<file path="src/rtl/tug_of_war_field.sv">
// Tug-of-war playfield: one position register drives a one-hot row of lights,
// with press edge detection, per-player scoring, timed round restart and match-over.
module tug_of_war_field #(
    parameter int unsigned NUM_LIGHTS  = 9,
    parameter int unsigned SCORE_W     = 3,
    parameter int unsigned MAX_SCORE   = 7,
    parameter int unsigned HOLD_CYCLES = 4
) (
    input  logic                  Clock,
    input  logic                  Reset,
    input  logic                  L,
    input  logic                  R,
    output logic [NUM_LIGHTS-1:0] lights,
    output logic [SCORE_W-1:0]    left_score,
    output logic [SCORE_W-1:0]    right_score,
    output logic [1:0]            winner,
    output logic                  round_over
);

    localparam int unsigned PosW  = $clog2(NUM_LIGHTS);
    localparam int unsigned HoldW = (HOLD_CYCLES > 1) ? $clog2(HOLD_CYCLES) : 1;

    localparam logic [PosW-1:0]    Center   = PosW'((NUM_LIGHTS - 1) / 2);
    localparam logic [PosW-1:0]    LeftEdge = PosW'(NUM_LIGHTS - 1);
    localparam logic [HoldW-1:0]   HoldLast = HoldW'(HOLD_CYCLES - 1);
    localparam logic [SCORE_W-1:0] ScoreMax = SCORE_W'(MAX_SCORE);

    typedef enum logic [1:0] {
        StPlay,
        StResult,
        StMatchOver
    } state_e;

    state_e             state_q, state_d;
    logic [PosW-1:0]    pos_q, pos_d;
    logic [HoldW-1:0]   hold_q, hold_d;
    logic [SCORE_W-1:0] left_q, left_d;
    logic [SCORE_W-1:0] right_q, right_d;
    logic [1:0]         winner_q, winner_d;
    logic               l_prev_q, r_prev_q;

    logic lp, rp, mv_l, mv_r;

    // Edge registers run through reset so a key held across reset is not a press.
    always_ff @(posedge Clock) begin
        l_prev_q <= L;
        r_prev_q <= R;
    end

    assign lp   = L & ~l_prev_q;
    assign rp   = R & ~r_prev_q;
    assign mv_l = lp & ~rp;
    assign mv_r = rp & ~lp;

    always_ff @(posedge Clock) begin
        if (Reset) begin
            state_q  <= StPlay;
            pos_q    <= Center;
            hold_q   <= '0;
            left_q   <= '0;
            right_q  <= '0;
            winner_q <= 2'b00;
        end else begin
            state_q  <= state_d;
            pos_q    <= pos_d;
            hold_q   <= hold_d;
            left_q   <= left_d;
            right_q  <= right_d;
            winner_q <= winner_d;
        end
    end

    always_comb begin
        state_d  = state_q;
        pos_d    = pos_q;
        hold_d   = hold_q;
        left_d   = left_q;
        right_d  = right_q;
        winner_d = winner_q;

        unique case (state_q)
            StPlay: begin
                if (mv_l) begin
                    if (pos_q == LeftEdge) begin
                        state_d  = StResult;
                        winner_d = 2'b10;
                        hold_d   = '0;
                        if (left_q != ScoreMax) begin
                            left_d = left_q + SCORE_W'(1);
                        end
                    end else begin
                        pos_d = pos_q + PosW'(1);
                    end
                end else if (mv_r) begin
                    if (pos_q == '0) begin
                        state_d  = StResult;
                        winner_d = 2'b01;
                        hold_d   = '0;
                        if (right_q != ScoreMax) begin
                            right_d = right_q + SCORE_W'(1);
                        end
                    end else begin
                        pos_d = pos_q - PosW'(1);
                    end
                end
            end

            StResult: begin
                // Exit on the HOLD_CYCLES-th edge spent in this state.
                if (hold_q == HoldLast) begin
                    if ((left_q == ScoreMax) || (right_q == ScoreMax)) begin
                        state_d = StMatchOver;
                    end else begin
                        state_d = StPlay;
                        pos_d   = Center;
                    end
                end else begin
                    hold_d = hold_q + HoldW'(1);
                end
            end

            StMatchOver: begin
                state_d = StMatchOver;
            end

            default: begin
                state_d = StPlay;
                pos_d   = Center;
            end
        endcase
    end

    always_comb begin
        lights = '0;
        unique case (state_q)
            StPlay:      lights = NUM_LIGHTS'(1) << pos_q;
            StResult:    lights = '0;
            StMatchOver: lights = '1;
            default:     lights = '0;
        endcase
    end

    assign left_score  = left_q;
    assign right_score = right_q;
    assign winner      = winner_q;
    assign round_over  = (state_q != StPlay);

endmodule

</file>
<file path="config.mk">
export PLATFORM = sky130hd
export DESIGN_NAME = tug_of_war_field
export DESIGN_NICKNAME = d
export VERILOG_FILES = /design/src/rtl/tug_of_war_field.sv
export SDC_FILE = /design/constraint.sdc
export NUM_CORES = 1
export LEC_CHECK = 0
export CAP_MARGIN = 0
export CORE_MARGIN = 3
export CORE_UTILIZATION = 40
export DETAILED_ROUTE_END_ITERATION = 7
export HOLD_SLACK_MARGIN = 0.12
export PLACE_DENSITY_LB_ADDON = 0.2
export SKIP_CTS_REPAIR_TIMING = 1
export SYNTH_ARGS = -nofsm -noshare
export SYNTH_HDL_FRONTEND = slang
export SYNTH_SLANG_ARGS = --single-unit
</file>
<file path="constraint.sdc">
create_clock -name Clock -period 5.8 [get_ports Clock]
set_input_delay 0.58 -clock Clock [delete_from_list [all_inputs] [get_ports Clock]]
set_output_delay 0.58 -clock Clock [all_outputs]
set_load 0.01 [all_outputs]
</file>
==> results.md <==
- CP dominant cell by count: ha_1
- Kind of cell adding the most delay to the critical path: buffers and inverters
- Proportion of layout cells with a drive suffix above 1: 0.09722
- 1st-iter DRT viols: 28
- Count leader, synth: nor2_1
- CP Buf/Inv Count: 3
- GP Congestion: 0.7924
- Root Buffer: clkbuf_4
- Worst hold-check path type: reg2reg
- Worst Tran Pin Value: 0.6457 ns
- Wire per inst: 12.14 um
- Drt pass-1 iters: 4
- Register bit total from synthesis: 18
- DRT Wirelength: 2113 um
- Die area: 3394 um^2
- Setup TNS: 0 ns
- Post-synth EDFFs: 0
- Post-synthesis sequential area ratio: 0.3299
- Drc violations: 0
- Synth cell count leaders: 35 x nor2_1, 18 x dfxtp_1, 9 x ha_1, 8 x a21oi_1, 8 x mux2i_1
- Pwr Density: 328.1 nW/um^2
- Area Overhead vs Synth: 22.68%
- Setup WS post-layout: 3.285 ns
- Syn avg cell area: 8.669 um^2
- CP endpoint kind: flip-flop
- Largest stage delay, worst path: 0.50 ns
- Switching Power: 166.3 uW
- Skew final: 0.001916 ns
- Register share of total power: 0.378
- Slew headroom: 0.5682
- Type of origin of the critical path: input port
- Initial core utilization: 0.4292
- R2R depth: 10
- Req. time, crit path: 5.99 ns
- Worst path slowest cell: clkdlybuf4s50_1
- Net Sw Frac: 0.3783
- Crit-path cells: clkdlybuf4s50_1 -> nand2b_1 -> inv_1 -> ha_1 -> inv_2 -> ha_1 -> a21o_1 -> a21oi_1 -> xnor2_1 -> o32ai_1 -> a31o_1
- Die extent in x: 58.26 um
- First-pass GRT wire length: 3850 um
- Initial antenna violation count: 0
- Syn Std Cell Area: 1092 um^2
- Via density: 5.126
- Setup WS pre-CTS: 2.977 ns
- Nets: 159
- Routed via count: 892
- Port-buffer cells: 21
- Max Clk Rate: 397.6 MHz
- Clock Tree Buf Depth: 2
- Max Slew Vio Count: 0
- Async S/R FF share, synth: 0
- Core area: 2545 um^2
- Status: finished, final reports clean
- Internal: 273.3 uW
- Min Hold Slack: 0.5177 ns
- Cells after synthesis: 126
- Final Setup Violations: 0
- Worst Path Arrival: 2.71 ns
- Setup Crit Path Kind: in2reg
- Top_reg_cell synth: dfxtp_1
- Post-synth top area cell: dfxtp_1
- Rows: 18
- Vias in the first global route: 882
- Overflow after GRT: 0
- CTS buffer count: 3
- Fin crit period: 2.515 ns
- CTS tree: built
- Synth unique cells: 34
- Fin. Hold Viols: 0
- Clk_lat worst skew: 0.29 ns
- Clock group share of total power: 0.174
- CTS H-tree lvls: 1
- Comb power frac: 0.447
- Largest net degree at the start of global routing: 19
- Total power: 439.6 uW
- HPWL after DPL: 1690 um
- Antenna Nets Post-Route: 0
- Post-synth top area share: 0.3299
- RSZ-0062 raised after global routing: false
- Hold Crit Depth: 2
- Synth Warn #: 0
- Final period util: 0.4336
- Ranking of synthesized cells by area: dfxtp_1 33%, nor2_1 12%, ha_1 10%
- Cell count along the critical path: 11
- Mapped Nets: 140
- Clk slew on worst S/H paths: 0.10 ns
- Die Y-Extent: 58.26 um
- VDD IR max: 0.0001826 V
- Clock Sink Count: 18
- I/O pins: 22
- Pleak: 0.0005522 uW
- Antenna Cells: 0
- Max Cap Violations: 0
- Gr usage total: 0.1455
- CP Max Fanout: 5
[flip-flops by register name, summed over array words and instances, names as in the netlist]
name         cells
winner           2
right_score      3
state_q          2
r_prev_q         1
left_score       3
pos_q            4
l_prev_q         1
hold_q           2
[per-stage QoR]
stage / std cells / utilization / area, um^2
5_1_grt: 174 / 0.5265 / 1340
2_1_floorplan: 126 / - / 1092
6_report: 174 / 0.5265 / 1340
3_5_place_dp: 170 / 0.5123 / 1304
3_3_place_gp: 170 / 0.5123 / 1304
4_1_cts: 174 / 0.5265 / 1340
[final cells by class]
cell class	instances	area (um^2)
clock buffer	4	36.28
fill	259	1205
inverter	7	26.28
multi-input combinational	94	669.4
sequential	18	360.3
tap	30	37.54
timing repair buffer	21	210.2
[logic make-up (layout without fill, tap and decap cells)]
logic type | count (synthesis) | after routing | synth area share
AOI/OAI and AO/OA | 21 | 21 | 0.1237
xor gates and xnor gates | 5 | 5 | 0.04009
adders and majority gates | 10 | 10 | 0.1214
buffers and inverters | 14 | 32 | 0.05727
DFF | 18 | 18 | 0.3299
muxes | 8 | 8 | 0.07331
and+or+nand+nor | 50 | 50 | 0.2543
[worst paths after layout]
kind | startpoint | to | slack (ns)
min | winner[1] | winner[1] | 0.52
min reg2reg | winner[1] | winner[1] | 0.52
max reg2reg | l_prev_q | pos_q[3] | 3.68
max | L | pos_q[3] | 3.28
[worst min-delay path: stages (launching register included)]
cell     delay (ns)
dfxtp_1        0.35
mux2i_1        0.07
nor2_1         0.07
[per-layer routing]
layer | GRT usage | vias up | part of all wire
met2 | 0.2516 | 9 | 0.52
met5 | 0 | - | 0
li1 | - | 460 | -
met1 | 0.1802 | 423 | 0.45
met4 | 0.01987 | 0 | 0
met3 | 0.04677 | 0 | 0.029
[power by group through the flow]
stage | sequential [uW] | combinational (uW) | clock [uW]
after floorplan | 152 | 155 | 0
after detailed placement | 169 | 199 | 0
after global placement | 169 | 195 | 0
after global routing | 170 | 223 | 86.0
after CTS | 166 | 199 | 79.4
final | 166 | 197 | 76.7
[cell usage in the layout (no fill, tap or decap), types with 3 or more instances in the layout]
master / instances
dfxtp_1: 18
ha_1: 9
mux2i_1: 8
a31oi_1: 3
clkdlybuf4s50_1: 21
nand2b_1: 3
nor2_1: 35
a21oi_1: 8
xnor2_1: 5
inv_2: 4
clkbuf_4: 3
Note: power is estimated with default switching activity, not from simulation.
